**src/rtl/scoreboard_pkg.sv**
```systemverilog
// Shared types for the game scoreboard: outcome code, FSM state and FIFO event record.
package scoreboard_pkg;

    // Outcome encoding shared with the counter's WHO field.
    typedef enum logic [1:0] {
        NONE   = 2'b00,
        LOSER  = 2'b01,
        WINNER = 2'b10,
        DRAW   = 2'b11
    } who_t;

    typedef enum logic {
        PLAY = 1'b0,
        OVER = 1'b1
    } state_t;

    // One queued event as presented to the host/display reader.
    typedef struct packed {
        logic       over;
        logic       win;
        logic       lose;
        logic [3:0] count;
    } evt_t;

    localparam int EVT_W = $bits(evt_t);

endpackage

```
**src/rtl/sb_event_fifo.sv**
```systemverilog
// Small synchronous FIFO with registered storage and a valid/ready style read side.
// Pointers carry one extra wrap bit so full and empty are distinguishable.
module sb_event_fifo #(
    parameter int DEPTH  = 4,
    parameter int DATA_W = 7
) (
    input  logic              clk,
    input  logic              rst_n,
    input  logic              push,
    input  logic [DATA_W-1:0] push_data,
    output logic              full,
    input  logic              pop,
    output logic              valid,
    output logic [DATA_W-1:0] pop_data
);

    localparam int AW = (DEPTH > 1) ? $clog2(DEPTH) : 1;

    logic [DATA_W-1:0] mem [DEPTH];
    logic [AW:0]       wr_q;
    logic [AW:0]       rd_q;
    logic              push_ok;
    logic              pop_ok;

    assign valid   = (wr_q != rd_q);
    assign full    = (wr_q[AW] != rd_q[AW]) && (wr_q[AW-1:0] == rd_q[AW-1:0]);
    assign pop_ok  = pop && valid;
    // A push into a full FIFO still succeeds when the head leaves on the same edge.
    assign push_ok = push && (!full || pop_ok);
    // Head is forced to zero while empty so the reset-time output is all zeros.
    assign pop_data = valid ? mem[rd_q[AW-1:0]] : '0;

    // Pointer update; the only state cleared by reset.
    always_ff @(posedge clk or negedge rst_n) begin
        if (!rst_n) begin
            wr_q <= '0;
            rd_q <= '0;
        end else begin
            if (push_ok) wr_q <= wr_q + 1'b1;
            if (pop_ok)  rd_q <= rd_q + 1'b1;
        end
    end

    // Entry storage; contents are only meaningful between the pointers.
    always_ff @(posedge clk) begin
        if (push_ok) mem[wr_q[AW-1:0]] <= push_data;
    end

endmodule

```
**src/rtl/game_scoreboard.sv**
```systemverilog
// Game scoreboard: tallies winner/loser strobes, ends the game at LIMIT,
// holds the outcome until cleared and queues every accepted event.
module game_scoreboard
    import scoreboard_pkg::*;
#(
    parameter int LIMIT = 15,
    parameter int DEPTH = 4
) (
    input  logic       clk,
    input  logic       rst_n,
    input  logic       winner_i,
    input  logic       loser_i,
    input  logic [3:0] count_i,
    input  logic       clear_i,
    output logic       evt_valid_o,
    input  logic       evt_ready_i,
    output logic [6:0] evt_data_o,
    output logic [3:0] win_tally_o,
    output logic [3:0] lose_tally_o,
    output logic       gameover_o,
    output logic [1:0] who_o,
    output logic       overflow_o
);

    localparam logic [3:0] LIMIT_V = 4'(LIMIT);

    state_t     state_q;
    state_t     state_d;
    logic [3:0] win_q;
    logic [3:0] lose_q;
    logic [3:0] win_d;
    logic [3:0] lose_d;
    who_t       who_q;
    logic       gameover_q;
    logic       overflow_q;
    logic       accept;
    logic       hit_w;
    logic       hit_l;
    logic       ends;
    logic       fifo_full;
    evt_t       push_evt;

    // Event acceptance, post-increment tallies and game-ending detection.
    always_comb begin
        accept   = (state_q == PLAY) && !clear_i && (winner_i || loser_i);
        win_d    = win_q + {3'b000, winner_i};
        lose_d   = lose_q + {3'b000, loser_i};
        hit_w    = accept && (win_d == LIMIT_V);
        hit_l    = accept && (lose_d == LIMIT_V);
        ends     = hit_w || hit_l;
        push_evt = '{over: ends, win: winner_i, lose: loser_i, count: count_i};
    end

    // Next-state logic: clear always returns to PLAY, a terminating event moves to OVER.
    always_comb begin
        state_d = state_q;
        if (clear_i) begin
            state_d = PLAY;
        end else if (ends) begin
            state_d = OVER;
        end
    end

    // FSM state register.
    always_ff @(posedge clk or negedge rst_n) begin
        if (!rst_n) state_q <= PLAY;
        else        state_q <= state_d;
    end

    // Tallies, outcome, game-over pulse and sticky overflow flag.
    always_ff @(posedge clk or negedge rst_n) begin
        if (!rst_n) begin
            win_q      <= '0;
            lose_q     <= '0;
            who_q      <= NONE;
            gameover_q <= 1'b0;
            overflow_q <= 1'b0;
        end else if (clear_i) begin
            win_q      <= '0;
            lose_q     <= '0;
            who_q      <= NONE;
            gameover_q <= 1'b0;
            overflow_q <= 1'b0;
        end else begin
            gameover_q <= ends;
            if (accept) begin
                win_q  <= win_d;
                lose_q <= lose_d;
            end
            if (ends) who_q <= who_t'({hit_w, hit_l});
            // Full with no same-cycle pop means the new entry is lost.
            if (accept && fifo_full && !evt_ready_i) overflow_q <= 1'b1;
        end
    end

    sb_event_fifo #(
        .DEPTH  (DEPTH),
        .DATA_W (EVT_W)
    ) u_fifo (
        .clk       (clk),
        .rst_n     (rst_n),
        .push      (accept),
        .push_data (push_evt),
        .full      (fifo_full),
        .pop       (evt_ready_i),
        .valid     (evt_valid_o),
        .pop_data  (evt_data_o)
    );

    assign win_tally_o  = win_q;
    assign lose_tally_o = lose_q;
    assign gameover_o   = gameover_q;
    assign who_o        = who_q;
    assign overflow_o   = overflow_q;

endmodule

```
**config.mk**
```make
export PLATFORM = sky130hd
export DESIGN_NAME = game_scoreboard
export DESIGN_NICKNAME = d
export VERILOG_FILES = /design/src/rtl/scoreboard_pkg.sv /design/src/rtl/sb_event_fifo.sv /design/src/rtl/game_scoreboard.sv
export SDC_FILE = /design/constraint.sdc
export NUM_CORES = 1
export LEC_CHECK = 0
export CORE_MARGIN = 10
export CORE_UTILIZATION = 56
export CTS_CLUSTER_DIAMETER = 30
export DETAILED_ROUTE_END_ITERATION = 12
export PLACE_DENSITY = 0.81
export SKIP_LAST_GASP = 1
export SLEW_MARGIN = 10
export SYNTH_ARGS = -nofsm -noshare
export SYNTH_HDL_FRONTEND = slang
export SYNTH_SLANG_ARGS = --single-unit
```
**constraint.sdc**
```tcl
create_clock -name clk -period 2.6 [get_ports clk]
set_input_delay 0.65 -clock clk [delete_from_list [all_inputs] [get_ports clk]]
set_output_delay 0.65 -clock clk [all_outputs]
set_load 0.05 [all_outputs]
```
======== Word level (Yosys, flattened, before mapping) ========
Memory sizes are Yosys's and may differ from the RTL's.
Cells that the tools add are included.
word-level totals
  flip-flop bits (word level) ............. 19
  bits in writable memories ............... 28
  input port bits ......................... 10
  output and inout bits ................... 20
  word-level logic and storage cells ...... 51
  memories kept ........................... 1
memories
  memory      words  width  read ports  clocked after Yosys merged registers in  write ports  RTL line             RTL
  u_fifo.mem  4      7      1           0                                        1            sb_event_fifo.sv:19  logic [DATA_W-1:0] mem [DEPTH];
operators by class
  $add $sub $neg .......................... 4
  eq/ne operators ......................... 5
  muxes and demuxes ....................... 14
  bitwise operators ....................... 1
  reductions and logical operators ........ 18
operators with widths
  operator               count
  $mux W4                4
  $logic_and A1 B1 Y1    9
  $add A4 B1 Y4          2
  $eq A4 B4 Y1 const B   2
  $mux W1                7
  $mux W7                1
  $add A3 B1 Y3 const B  2
  $reduce_bool A2 Y1     3
  $mux W2                2
  $logic_not A1 Y1       3
  $logic_or A1 B1 Y1     3
  $ne A3 B3 Y1           1
  $eq A2 B2 Y1           1
  $ne A1 B1 Y1           1
  $not A1 Y1             1

======== Longest topological paths before layout ========
Gate-level depths: netlist (run 1).
  word-level depth ........................ 7
  gate-level depth with buffers ........... 7
  gate-level depth less buffers ........... 7

======== Modules after synthesis ========
Synthesis (run 1) repeated with hierarchy kept, for this count alone.
second synthesis, totals
  cell total of the unflattened synthesis .. 152
  area, all modules ....................... 2184.6 sq um
by module, submodules not included
  module           times used  cells an instance  area an instance (sq um)  seq. area each (sq um)
  sb_event_fifo    1           80                 1496.4                    991.0
  game_scoreboard  1           72                 688.2                     325.3

======== Least setup slack after synthesis (run 1) ========
Ideal clock, no wire load.
  path type ............................... register to output
  start point ............................. register u_fifo.rd_q[1]
  end point ............................... output port evt_data_o[0]
  arrival ................................. 1553 ps
  data required time ...................... 1950 ps
  slack ................................... 397 ps
  stages on the path, launching flop included .. 6
  path buffers ............................ 1
  cells stage by stage .................... dfrtp_1 buf_6 xor2_2 nor2_1 nand2_2 and2_1
between the ends
  longest elaborated chain between the ends .. 2
  elaborated cells between the ends (all ways) .. 3
  those cells by class .................... eq/ne: 1; mux: 1; memory: 1
RTL lines
  what                      RTL line               RTL
  start: declaration        sb_event_fifo.sv:21    logic [AW:0] rd_q;
  start signal: assignment  sb_event_fifo.sv:40    if (pop_ok) rd_q <= rd_q + 1'b1;
  $ne A3 B3 Y1              sb_event_fifo.sv:25    assign valid = (wr_q != rd_q);
  via evt_valid_o           game_scoreboard.sv:15  output logic evt_valid_o,
  $mux W7                   sb_event_fifo.sv:31    assign pop_data = valid ? mem[rd_q[AW-1:0]] : '0;
  end: declaration          game_scoreboard.sv:17  output logic [6:0] evt_data_o,
The timed path passes the listed nets, and every way through them passes these cells.

======== Final worst setup path (run 1) ========
  start point ............................. register u_fifo.rd_q[0]
  end point ............................... output port evt_data_o[4]
between the ends
  longest elaborated chain between the ends .. 2
  elaborated cells between the ends (all ways) .. 3
  those cells by class .................... eq/ne: 1; mux: 1; memory: 1
RTL lines
  what                                           RTL line
  $mem_v2 Z4 W7 or $ne A3 B3 Y1 (tied branches)  n/a
  $mux W7 (*)                                    sb_event_fifo.sv:31
Mark *: on every way between the ends. The rest lies on a longest branch, timed or not.

==> out/metrics.yaml, run 1 <==
layout-drive-gt1-share: 0.2116
synth.most_common_cell: "edfxtp_1"
crit_type: "flop to output port"
drc_errors: 0
crit_arrival_ps: 1780
syn-instance-count: 148
grt_pass1_vias: 1418
yosys-top-cells-count: "edfxtp_1, dfrtp_1, nand2_1, ha_1, nor2_1"
gr-total-overflow: 0
power_density_nw_per_um2: 1073
dp.cells: 229
area_growth_pct: 21.30
grt_start_max_net_pins: 20
synth-adder-area-share: 0.05140
dpl.hpwl_mm: 3.059
rsz0062_at_grt: "no"
hold_class: "flop to flop"
whs_path_depth: 1
die_h_um: 82.55
antenna_found_initial: 0
maxCapViolations: 0
cts_buffer_depth: 2
p_sw_mw: 1.197
nets: 207
dieArea_um2: 6814
synth_warnings: 0
place_congestion: 0.7936
io-pin-count: 30
track_usage: 0.1335
status: "finished, final reports clean"
fmax_ghz: 0.4114
ys_types: 33
hold_viol_final: 0
vdd_ir_drop_max_uv: 483.4
vias: 1292
slew_headroom: 0.6573
synth_edf_count: 28
path_cells: "buf_4 -> mux4_1 -> and2_1 -> buf_4"
seq_area_frac_synth: 0.6008
design_area_um2: 2658
period_minus_slack_ps: 2431
tns_ps: 0
ff2ff_path_depth: 7
fin_crit_sh: 0.9350
route.detailed.wl_per_inst_um: 17.17
grt_pass1_wl_mm: 6.865
cp_top_family: "multiplexers"
clockRootBuffer: "clkbuf_8"
critPathMaxStageDelay_ps: 570
clock-sinks: 47
setup_violations: 0
path_clk_slew_ps: 80
timing.rr.end: "state_q"
htree_levels: 2
synth_compound_area_frac: 0.04169
muxShareOfSynthArea: 0.08909
drt_iter0_drc: 49
pwr-share-comb: 0.487
place_area_um2: 2567
worstHoldStart: "u_fifo.wr_q[2]"
cts_buffers: 5
path_common_cell: "buf_4"
crit_buf_inv: 2
p_seq_frac: 0.364
synth_top_flop_cell: "edfxtp_1"
p_sw_frac: 0.4199
synth_area_per_cell_um2: 14.80
synth_top_area_share: 0.3838
async_reset_ff_frac: 0.4043
totalWireLength_mm: 4.070
hold_ws_ps: 525.9
min_to: "u_fifo.wr_q[2]"
tightestPinTransition_ps: 512.4
synth-seq-cells: 47
intPower_mw: 1.654
critPathCaptureType: "output port"
dp_slack_ps: -5.852
synth_top_family_by_area: "simple AND/OR/NAND/NOR gates"
cts_tree: "done"
crit_required_ps: 1950
first_pass_iters: 4
synth_area_leaders: "edfxtp_1, dfrtp_1, mux4_1"
rr_startpoint: "win_tally_o[0]"
critPathMaxFanout: 6
syn_nets: 167
clockPowerShare: 0.149
synthesis.area_um2: 2191
clock-skew-final_ps: 5.347
setup_slack_ps: 169.0
cp_slowest_cell: "mux4_1"
synth-simple-area-share: 0.1291
synth_xor_area_frac: 0.06739
postCtsSetupBuffers: 0
final_cell_count_no_fill: 237
clock_latency_ps: 300
start_util: 0.5896
ant_nets: 0
fp.coreArea_um2: 3716
post_drt_via_cell_ratio: 5.451
r2r_slack_ps: 720
n_antenna_cell: 0
drv_slew: 0
rows: 22
p_leak_nw: 1.063
yosys.area.top_type: "edfxtp_1"
portBuffers: 29
fp.dieW_um: 82.55
cp-start-kind: "flop"
[power groups by stage]
stage / clock, mW / sequential [mW] / combinational [mW]
5_1_grt: 0.469 / 1.06 / 1.49
4_1_cts: 0.437 / 1.04 / 1.41
3_3_place_gp: 0 / 1.04 / 1.37
6_report: 0.425 / 1.04 / 1.39
3_5_place_dp: 0 / 1.05 / 1.41
2_1_floorplan: 0 / 1.04 / 1.00
[cells in the final DEF, fill, tap and decap left out, types with 2 or more instances in the layout]
master and count:
nand2_1 15, a21oi_1 6, clkdlybuf4s50_1 21, clkbuf_8 5, and2_1 7, dfrtp_1 18, nand4_1 3, xnor2_1 4
nor2b_1 2, mux4_1 7, xor2_1 6, xor2_2 2, o21ai_0 3, inv_1 3, nand4b_1 2, clkinvlp_4 2
ha_1 9, o311a_1 2, buf_4 16, and2_2 3, edfxtp_1 28, nor2_1 9
[sequential cells by signal (all words and copies together), names as in the netlist]
name          count
u_fifo.mem       28
lose_tally_o      4
win_tally_o       4
u_fifo.rd_q       3
u_fifo.wr_q       3
who_o             2
gameover_o        1
overflow_o        1
state_q           1
[layout make-up]
class                           instances  area (µm²)
Sequential cell                        47        1318
Fill cell                             256        1059
Timing Repair Buffer                   38       350.3
Multi-Input combinational cell         93       829.5
Tap cell                               48       60.06
Clock inverter                          3       20.02
Clock buffer                            5       68.82
Inverter                                3       11.26
[repair_timing]
item	4_1_cts	5_1_grt
resized for setup	0	1
hold buffers	0	0
endpoints found under the setup margin	0	4
[worst max path at each step]
stage,cells after the start,from,end,slack (ps)
2_1_floorplan,5,u_fifo.rd_q[1],evt_data_o[0],400
3_3_place_gp,7,loser_i,state_q,100
3_5_place_dp,7,winner_i,who_o[0],-6
4_1_cts,5,u_fifo.rd_q[1],evt_data_o[6],70
5_1_grt,4,u_fifo.rd_q[0],evt_data_o[4],70
6_report,4,u_fifo.rd_q[0],evt_data_o[4],170
[worst register-to-register path, stage by stage (launching register included)]
cell and delay (ps):
dfrtp_1 400, ha_1 220, ha_1 220, nor2b_1 140, nand4_1 90, o21ai_0 150
o311a_1 390, a21o_1 180
[per-layer routing]
metal | part of all wire | global-route usage | vias up | wire length [µm]
li1 | - | - | 619 | -
met1 | 0.38 | 0.1420 | 639 | 1553
met2 | 0.54 | 0.2418 | 30 | 2179
met3 | 0.073 | 0.05508 | 4 | 299
met4 | 0.0088 | 0.03010 | 0 | 36
met5 | 0 | 0 | - | 0
[kinds of logic (layout without fill, tap and decap cells)]
group / Yosys count / after routing
compound gates: 14 / 14
simple gates: 49 / 49
buf+inv: 8 / 49
flops: 47 / 47
fa+ha+maj: 9 / 9
xor+xnor: 13 / 13
mux: 8 / 8
[metrics by stage]
step           power, mW    util
3_5_place_dp       2.467  0.6909
4_1_cts            2.888  0.7148
5_1_grt            3.014  0.7152
2_1_floorplan      2.042       -
3_3_place_gp       2.411  0.6909
6_report           2.851  0.7152
Power figures use the tool's default switching activity.
==> run 2, diff against run 1 <==
SKIP_CTS_REPAIR_TIMING = 1   (was default)
==> results of run 2 <==
Final layout, timing and power as in run 1 (identical DEF).
==> run 3, diff against run 2 <==
CORE_UTILIZATION = 58   (was 56)
PLACE_DENSITY = 0.84   (was 0.81)
==> run 3 against run 2 <==
  * Total power about the same
  * Critical path depth did not move
  * Cell count grew 0.42%
  * First-iteration DRC count is 8.2% higher
  * Non-clock buffer count grew 1
  * Wire length is 1.4% higher
  * Utilization is 1.3 points higher
  * Largest cell class unchanged
==> out/metrics.yaml, run 3 (same netlist as run 1, synthesis figures left out) <==
first_pass_iters: 4
area_growth_pct: 21.64
gr-total-overflow: 0
m1WireLength_mm: 1.691
clock-sinks: 47
fin_crit_sh: 0.9290
cts_tree: "done"
largest_register_ffs: 28
post_drt_via_cell_ratio: 5.508
vias: 1311
portBuffers: 29
pwr-share-comb: 0.486
io-pin-count: 30
crit_required_ps: 1950
slew_headroom: 0.6538
maxCapViolations: 0
hold_class: "flop to flop"
dpl.hpwl_mm: 3.012
cp_slowest_cell: "mux4_1"
fp.dieW_um: 81.46
layout_commonest_cell: "edfxtp_1"
drt_iter0_drc: 53
critPathCaptureType: "output port"
period_minus_slack_ps: 2415
fp.coreArea_um2: 3661
clockPowerShare: 0.150
grt_pass1_vias: 1421
hold_viol_final: 0
path_common_cell: "buf_4"
path_cells: "buf_4 -> mux4_1 -> and2_1 -> buf_4"
power_density_nw_per_um2: 1071
layout-drive-gt1-share: 0.2105
final_cell_mix: "edfxtp_1, clkdlybuf4s50_1, dfrtp_1"
cts_buffers: 5
intPower_mw: 1.654
antenna_found_initial: 0
grt_start_max_net_pins: 20
wl_met2_mm: 2.107
tns_ps: 0
clock_latency_ps: 300
cp-start-kind: "flop"
crit_arrival_ps: 1770
place_area_um2: 2575
fillers: 247
p_seq_frac: 0.365
clock-skew-final_ps: 10.13
p_sw_frac: 0.4202
final_util: 0.7280
rows: 22
path_clk_slew_ps: 80
wl_met3_um: 324
critPathMaxStageDelay_ps: 570
design_area_um2: 2665
rsz0062_at_grt: "no"
grt_pass1_wl_mm: 6.796
place_congestion: 0.8781
ant_nets: 0
n_antenna_cell: 0
top_layer: "met4"
setup_violations: 0
power.total_mw: 2.853
nets: 208
dieArea_um2: 6636
crit_buf_inv: 2
drv_slew: 0
cts_buffer_depth: 2
vdd_ir_drop_max_uv: 532.6
cp_top_family: "multiplexers"
drc_errors: 0
route.detailed.wl_per_inst_um: 17.34
status: "finished, final reports clean"
crit_type: "flop to output port"
tightestPinTransition_ps: 517.7
start_util: 0.5984
fmax_ghz: 0.4140
p_leak_nw: 1.070
totalWireLength_mm: 4.128
die_h_um: 81.46
htree_levels: 2
clockRootBuffer: "clkbuf_8"
track_usage: 0.1351
p_sw_mw: 1.199
critPathMaxFanout: 6
## run 3: layout make-up
type	count	area [µm²]	share of cell area
Sequential cell	47	1318	0.4944
Multi-Input combinational cell	93	829.5	0.3113
Timing Repair Buffer	39	357.8	0.1343
Clock buffer	5	68.82	0.02582
Tap cell	48	60.06	0.02254
Clock inverter	3	20.02	0.007512
Inverter	3	11.26	0.004225
## run 3: routing by layer
metal	track usage	up-vias
met5	0	-
met4	0.03979	0
met3	0.05677	2
met2	0.2330	34
met1	0.1491	655
li1	-	620
## run 3: per-stage QoR
stage	hold slack (ps)	worst slack, ps	cells
global route	521.2	85.93	238
global placement	479.2	70.53	230
detailed placement	487.9	19.80	230
floorplan	354.4	397.3	148
CTS	501.8	70.48	238
finish	501.2	184.7	238
## run 3: final timing paths
kind                           startpoint             end  slack [ps]  cells after the start
max                        u_fifo.rd_q[0]   evt_data_o[1]         180                      4
max reg2reg                win_tally_o[0]         state_q         740                      7
min in group asynchronous           rst_n  u_fifo.wr_q[2]         680                      2
min reg2reg                u_fifo.rd_q[2]  u_fifo.rd_q[2]         500                      1
max in group asynchronous           rst_n  u_fifo.rd_q[1]        1700                      2
min                        u_fifo.rd_q[2]  u_fifo.rd_q[2]         500                      1
## run 3: power groups by stage
stage	registers, mW	clock network, mW	logic [mW]
2_1_floorplan	1.04	0	1.00
3_3_place_gp	1.04	0	1.37
3_5_place_dp	1.06	0	1.40
4_1_cts	1.04	0.435	1.41
5_1_grt	1.06	0.464	1.49
6_report	1.04	0.427	1.39
